## config.mk

```make
export PLATFORM = sky130hd
export DESIGN_NAME = reg_scoreboard
export DESIGN_NICKNAME = d
export VERILOG_FILES = /design/src/rtl/reg_scoreboard.sv
export SDC_FILE = /design/constraint.sdc
export NUM_CORES = 1
export LEC_CHECK = 0
export CAP_MARGIN = 20
export CORE_ASPECT_RATIO = 1.4
export CORE_MARGIN = 2
export CORE_UTILIZATION = 59
export CTS_BUF_LIST = sky130_fd_sc_hd__clkbuf_16
export CTS_CLUSTER_DIAMETER = 40
export DETAILED_ROUTE_END_ITERATION = 8
export GPL_TIMING_DRIVEN = 0
export MAX_ROUTING_LAYER = met4
export PLACE_DENSITY = 0.83
export SETUP_SLACK_MARGIN = 0.05
export SLEW_MARGIN = 30
export SYNTH_ARGS = -nofsm -noshare
export SYNTH_HDL_FRONTEND = slang
export SYNTH_SLANG_ARGS = --single-unit
```

## constraint.sdc

```tcl
create_clock -name clk_i -period 7.6 [get_ports clk_i]
set_input_delay 1.9 -clock clk_i [delete_from_list [all_inputs] [get_ports clk_i]]
set_output_delay 1.9 -clock clk_i [all_outputs]
set_load 0.01 [all_outputs]
```

## src/rtl/reg_scoreboard.sv

```systemverilog
// Register write scoreboard: counts in-flight writes per architectural register
// and raises a combinational stall on read-after-write or counter-overflow hazards.
module reg_scoreboard #(
  parameter int NREGS = 32,
  parameter int AW    = 5,
  parameter int CNT_W = 2
) (
  input  logic             clk_i,
  input  logic             rst_i,
  input  logic             issue_valid_i,
  input  logic             issue_wr_en_i,
  input  logic [AW-1:0]    issue_dest_i,
  input  logic             issue_use_a_i,
  input  logic [AW-1:0]    issue_src_a_i,
  input  logic             issue_use_b_i,
  input  logic [AW-1:0]    issue_src_b_i,
  input  logic             wb_valid_i,
  input  logic [AW-1:0]    wb_dest_i,
  input  logic             flush_i,
  output logic             stall_o,
  output logic [NREGS-1:0] busy_vec_o,
  output logic             wb_underflow_o
);

  logic [CNT_W-1:0] cnt_q [NREGS];
  logic [CNT_W-1:0] cnt_d [NREGS];
  logic [CNT_W-1:0] eff   [NREGS];
  logic [NREGS-1:0] wb_rel;
  logic [NREGS-1:0] busy_q, busy_d;
  logic             underflow_q, underflow_d;
  logic             raw, ovf, stall, accept, underflow_hit;

  // A same-cycle writeback is subtracted before the hazard checks because the
  // register file writes before it reads.
  always_comb begin
    wb_rel = '0;
    for (int r = 0; r < NREGS; r++) begin
      wb_rel[r] = wb_valid_i && (wb_dest_i == AW'(r)) && (r != 0) && (cnt_q[r] != '0);
      eff[r]    = cnt_q[r] - CNT_W'(wb_rel[r]);
    end

    raw = issue_valid_i &
          ((issue_use_a_i & (issue_src_a_i != '0) & (eff[issue_src_a_i] != '0)) |
           (issue_use_b_i & (issue_src_b_i != '0) & (eff[issue_src_b_i] != '0)));
    ovf = issue_valid_i & issue_wr_en_i & (issue_dest_i != '0) &
          (eff[issue_dest_i] == {CNT_W{1'b1}});

    stall         = (raw | ovf) & ~flush_i;
    accept        = issue_valid_i & ~stall & ~flush_i & issue_wr_en_i & (issue_dest_i != '0);
    underflow_hit = wb_valid_i & ~flush_i & (wb_dest_i != '0) & (cnt_q[wb_dest_i] == '0);
    underflow_d   = underflow_q | underflow_hit;

    busy_d = '0;
    for (int r = 0; r < NREGS; r++) begin
      cnt_d[r] = '0;
      if (!flush_i && r != 0)
        cnt_d[r] = eff[r] + CNT_W'(accept && (issue_dest_i == AW'(r)));
      busy_d[r] = (cnt_d[r] != '0);
    end
  end

  always_ff @(posedge clk_i) begin
    if (rst_i) begin
      cnt_q       <= '{default: '0};
      busy_q      <= '0;
      underflow_q <= 1'b0;
    end else begin
      cnt_q       <= cnt_d;
      busy_q      <= busy_d;
      underflow_q <= underflow_d;
    end
  end

  assign stall_o        = stall;
  assign busy_vec_o     = busy_q;
  assign wb_underflow_o = underflow_q;

endmodule

```

After elaboration in Yosys (flattened, before gate mapping)
Index checks and enable logic that the tools add are counted.
{"block": "totals", "register_bits": 95, "output_inout_bits": 34}
{"block": "classes", "eq_ne": 63, "addsub": 62, "magnitude_cmp": 4, "bitwise": 25, "n_reduce_logical": 162, "n_mux": 43}
{"op": "== test 5 bit, second input constant", "n": 32}
{"op": "nonzero test 2 bit", "n": 64}
{"op": "logical AND 1 bit", "n": 93}
{"op": "== test 5 x 4 -> 1 bit, second input constant", "n": 16}
{"op": "2-to-1 mux 2 bit", "n": 39}
{"op": "adder 2 x 1 -> 2 bit", "n": 31}
{"op": "subtractor 2 x 1 -> 2 bit", "n": 31}
{"op": "binary-select mux 2 bit (select 5 bit)", "n": 4}
{"op": "== test 5 x 3 -> 1 bit, second input constant", "n": 8}
{"op": ">= comparator 6 bit, second input constant", "n": 4}
{"op": "inverter 5 -> 6 bit", "n": 4}
{"op": "== test 5 x 2 -> 1 bit, second input constant", "n": 4}
{"op": "nonzero test 5 bit", "n": 4}
{"op": "bitwise AND 1 bit", "n": 16}
{"op": "== test 5 x 1 -> 1 bit, second input constant", "n": 2}
{"op": "bitwise OR 1 bit", "n": 3}
{"op": "== test 2 bit, second input constant", "n": 1}
{"op": "zero test 2 bit", "n": 1}
{"op": "inverter 1 bit", "n": 2}

Logic depth before layout (Yosys ltp)
{"block": "logic_depth", "word_depth": 22, "depth_mapped": 18}

Worst setup path before layout
Ideal clock, no wire load.
{"block": "synth_timing", "kind": "input to output", "start": "input wb_dest_i[0]", "end": "output stall_o", "setup_slack_ns": 0.886, "required_ns": 5.700, "arrival_time_ns": 4.814, "path_stages": 12, "n_path_buf": 3, "cell_sequence": "buf_1 > clkbuf_1 > nand4_1 > nor3_1 > ha_1 > xor2_1 > mux2i_1 > o22a_1 > o31a_1 > o41ai_4 > buf_4 > o21ba_1"}
{"block": "synth_via", "elab_chain_cells": 13}
{"element": "start, declared", "line": "18", "text": "input logic [AW-1:0] wb_dest_i,"}
{"element": "== test 5 bit, or another cell as far along", "line": "38", "text": "wb_rel[r] = wb_valid_i && (wb_dest_i == AW'(r)) && (r != 0) && (cnt_q[r] != '0);"}
{"element": "logical AND 1 bit (2 in series)", "line": "38"}
{"element": "subtractor 2 x 1 -> 2 bit", "line": "39", "text": "eff[r] = cnt_q[r] - CNT_W'(wb_rel[r]);"}
{"element": "binary-select mux 2 bit (select 5 bit) (on tied branches)", "line": "43, 44"}
{"element": "2-to-1 mux 2 bit (on tied branches) (2 in series)", "line": "43, 44"}
{"element": "nonzero test 2 bit (on tied branches)", "line": "43, 44"}
{"element": "bitwise AND 1 bit (on tied branches)", "line": "43, 44"}
{"element": "bitwise OR 1 bit", "line": "43", "text": "((issue_use_a_i & (issue_src_a_i != '0) & (eff[issue_src_a_i] != '0)) |"}
{"element": "bitwise AND 1 bit", "line": "42", "text": "raw = issue_valid_i &"}
{"element": "bitwise OR 1 bit (*)", "line": "48", "text": "stall = (raw | ovf) & ~flush_i;"}
{"element": "bitwise AND 1 bit (*)", "line": "48"}
{"element": "end, declared", "line": "20", "text": "output logic stall_o,"}
Every way passes the cells marked *; elsewhere a longest branch is shown, timed or not. The select of a mux whose other input is x is not followed.

Final worst setup path
Ends and elaborated chain as after synthesis.

==> results.md <==
* Status: completed
* Initial antenna violation count at 0
* Synth warn at 0
* Lkg Pwr at around 3.5 nW
* Type of the worst setup path: in -> out
* Synth Net Count at roughly 890
* Area Growth Syn to Fin at 20.0%
* CTS tree: built
* R2R Path Start: cnt_q[29]
* Routability cong. at about 1.1
* DPL Wire Length at roughly 19000 microns
* Total power at about 0.0011 W
* CTS Buf Count at 9
* Count of cell types in the netlist at slightly below 70
* Finished Layout Cells at a little over 1000
* Cell count after synthesis at ~800
* Clock Latency Late Sink at approximately 360 ps
* ANT cells at 0
* Post-Synth Adder-Cell Area at 0.117
* DRC Markers at 0
* Hold wc startpoint: wb_underflow_o
* Final #Nets at between 900 and 1000
* CTS sink count at 94
* I/O pin cnt at between 60 and 70
* Seq/Total Area, Yosys at 0.283
* Largest net degree at the start of global routing at 17
* Largest fanout on the critical path at 10
* Aggregate global routing overflow at 0
* Clock Skew at ~9 ps
* Mux cell area share after synthesis at 0.0602
* First-pass GRT wire length at roughly 36000 microns
* Initial Util at 0.609
* Worst-path clk slew at 60 ps
* Vias per std cell at about 6.4
* Mapped Area at between 0.006 and 0.007 sq mm
* Total core area at around 0.011 sq mm
* Post-DRT Antenna Nets at 0
* Die Height at 130 microns
* CP required at between 5000 and 6000 ps
* Min Clock Period, post-route at 7430 ps
* Synth area leaders: dfxtp_1, ha_1, mux4_2
* Setup TNS at 0 ps
* R2R depth at 14
* DIE AREA at 0.0121 sq mm
* VDD IR max at between 0.1 and 0.15 mV
* Switching Fraction at 0.287
* Worst Setup SP: wb_dest_i[0]
* Final setup vio count at 0
* Internal power at between 0.0008 and 0.0009 W
* Flops & latches, synth at 94
* Yosys top cell by area: dfxtp_1
* Vias in the first global route at 6679
* Combinational power share at 0.143
* CP endpoint kind: output port
* Hold crit path type: reg -> reg
* Die X at 93.7 microns
* Pre-CTS setup slack at -1490 ps
* Fin worst setup slack at about 170 ps
* Clock buffer depth at 2
* Worst Hold End: wb_underflow_o
* Final Max Tran Viols at 0
* Via Count at roughly 6600
* R2R setup slack at ~3400 ps
* Hold buffers post-CTS at 0
* Least-Margin Pin Slew at roughly 830 ps
* Unrepaired setup endpoints after global routing: false
* Final hold vios at 0
* Avg Inst Size Synth at about 8.3 sq um
* Initial DRC count at around 800
* Synth Area in Compound Gates at 0.0969
* Placed cells at 994
* Flop pwr share at 0.437
* EDFF count, synth at 0
* CP arrival at between 5000 and 6000 ps
* Drt wl/cell at approximately 23 microns
* Fillers at approximately 830
* WL final at approximately 24000 microns
* GRT Total Usage at 0.417
* Max-cap violations at 0
* Largest family of logic cells by synthesized area: simple AND/OR/NAND/NOR gates
* 1st-pass router iterations at 7
* Slew headroom at 0.449
* Final Core Density at 0.730
* Port bufs at 55
* Pwr Density at between 100 and 150 mW/mm^2
* Top FF cell, synth: dfxtp_1
* Startpoint Class: primary input
* Share of the synthesized area in the top cell type at 0.283
* Root buf cell: clkbuf_16
* Reg2reg end: busy_vec_o[24]
* Rows at 45
* Max frequency at 135 MHz
* P_sw at around 0.00032 W
* Final worst-path cycle share at 0.978
* Async SR Flop Fraction at 0
* CTS HTree Levels at 3
* Fraction of layout cells with a size suffix above 1 at 0.158
* Synth Area in Simple Gates at 0.285
* Hold-critical path depth at 2
* Xor/xnor cell area share of the yosys netlist at 0.0854
* Clock Power Share at 0.419
[flip-flops by register name (all words and copies together), names as in the netlist]
name	flops
cnt_q	62
wb_underflow_o	1
busy_vec_o	31
[how the worst max path moves through the flow]
stage / to / cells past startpoint
floorplan: stall_o / 12
global placement: stall_o / 14
detailed placement: stall_o / 14
CTS: stall_o / 14
global route: stall_o / 14
finish: stall_o / 14
[critical path, cell delays in order]
cell and delay (ps):
clkdlybuf4s50_1 530, buf_6 150, clkbuf_8 190, nand2_1 250, nor3_1 270, ha_1 210
xnor2_1 220, nand2_1 230, mux4_2 510, a211oi_2 330, o41ai_4 150, buf_6 150
o21ba_1 170, dlygate4sd2_1 280
[logic make-up after synthesis]
group                    count (synthesis)
buffers and inverters                  119
flip-flops                              94
AO/OA/AOI/OAI                           84
adder cells (fa/ha/maj)                 62
multiplexers                            20
AND/OR/NAND/NOR                        354
other                                    1
XOR/XNOR                                64
[synth_stat cells (all sizes together), types with 4 or more instances]
| library cell | number |
|---|---|
| nor3 | 63 |
| a211oi | 7 |
| inv | 73 |
| buf | 20 |
| a21oi | 10 |
| o21ai | 14 |
| mux2i | 4 |
| nand2 | 28 |
| or4 | 6 |
| mux4 | 16 |
| nand4 | 20 |
| dfxtp | 94 |
| nand4b | 8 |
| a31oi | 5 |
| nor2b | 11 |
| and2 | 33 |
| ha | 62 |
| xnor2 | 34 |
| nand2b | 10 |
| o2111ai | 4 |
| o22ai | 4 |
| a221oi | 5 |
| nand3b | 5 |
| clkbuf | 26 |
| nand3 | 20 |
| o211ai | 4 |
| or2 | 39 |
| xor2 | 30 |
| nor4 | 5 |
| nor2 | 96 |
[stage by stage]
stage	instance area, sq um	hold WS [ps]
finish	7980	479
global route	7980	496
CTS	7950	483
detailed placement	7380	472
global placement	7380	475
floorplan	6650	493
[cell type report]
| cell class | count | area, sq um | area share |
|---|---|---|---|
| clock inverter | 7 | 73.8 | 0.00925 |
| timing repair buffer | 67 | 637 | 0.0798 |
| multi-input combinational | 585 | 4470 | 0.560 |
| clock buffer | 9 | 225 | 0.0282 |
| sequential | 94 | 1880 | 0.236 |
| inverter | 73 | 274 | 0.0343 |
| tap | 141 | 176 | 0.0221 |
| buffer | 46 | 243 | 0.0304 |
[routing by layer]
metal	global-route usage	routed length [microns]	up-vias	share of wire
li1	-	-	2910	-
met1	0.440	8180	3050	0.34
met2	0.691	11500	426	0.48
met3	0.0738	1960	165	0.082
met4	0.309	2250	0	0.094
met5	-	0	-	0
[cells in the final DEF, fill, tap and decap left out, types with 6 or more instances in the layout]
cell	netlist	routed
a211oi_1	7	6
a21oi_1	10	10
and2_1	32	32
buf_2	11	11
buf_4	5	16
clkbuf_1	26	21
clkbuf_16	0	9
clkdlybuf4s50_1	0	52
dfxtp_1	94	94
ha_1	62	61
inv_1	72	72
mux4_2	16	16
nand2_1	28	28
nand2b_1	10	9
nand3_1	20	18
nand4_1	20	20
nand4b_1	8	8
nor2_1	96	95
nor2b_1	11	11
nor3_1	54	48
nor3_2	9	15
o21ai_0	13	12
or2_2	35	35
or4_1	6	6
xnor2_1	34	32
xor2_1	29	22
xor2_2	1	6
[power by group through the flow]
stage | logic (W) | registers, W | clock network (W)
final | 0.000162 | 0.000493 | 0.000473
after global routing | 0.000167 | 0.000493 | 0.000488
after CTS | 0.000152 | 0.000493 | 0.000470
after detailed placement | 0.000142 | 0.000505 | 0
after global placement | 0.000142 | 0.000505 | 0
after floorplan | 0.0000840 | 0.000505 | 0
[timing repair]
| item | CTS | global route |
|---|---|---|
| buffers inserted | 9 | 3 |
| endpoints found under the hold margin | 0 | 0 |
| pin swaps | 10 | 0 |
| endpoints found under the setup margin | 1 | 1 |
| gates resized for setup | 48 | 1 |
(Power assumes the default switching activity.)
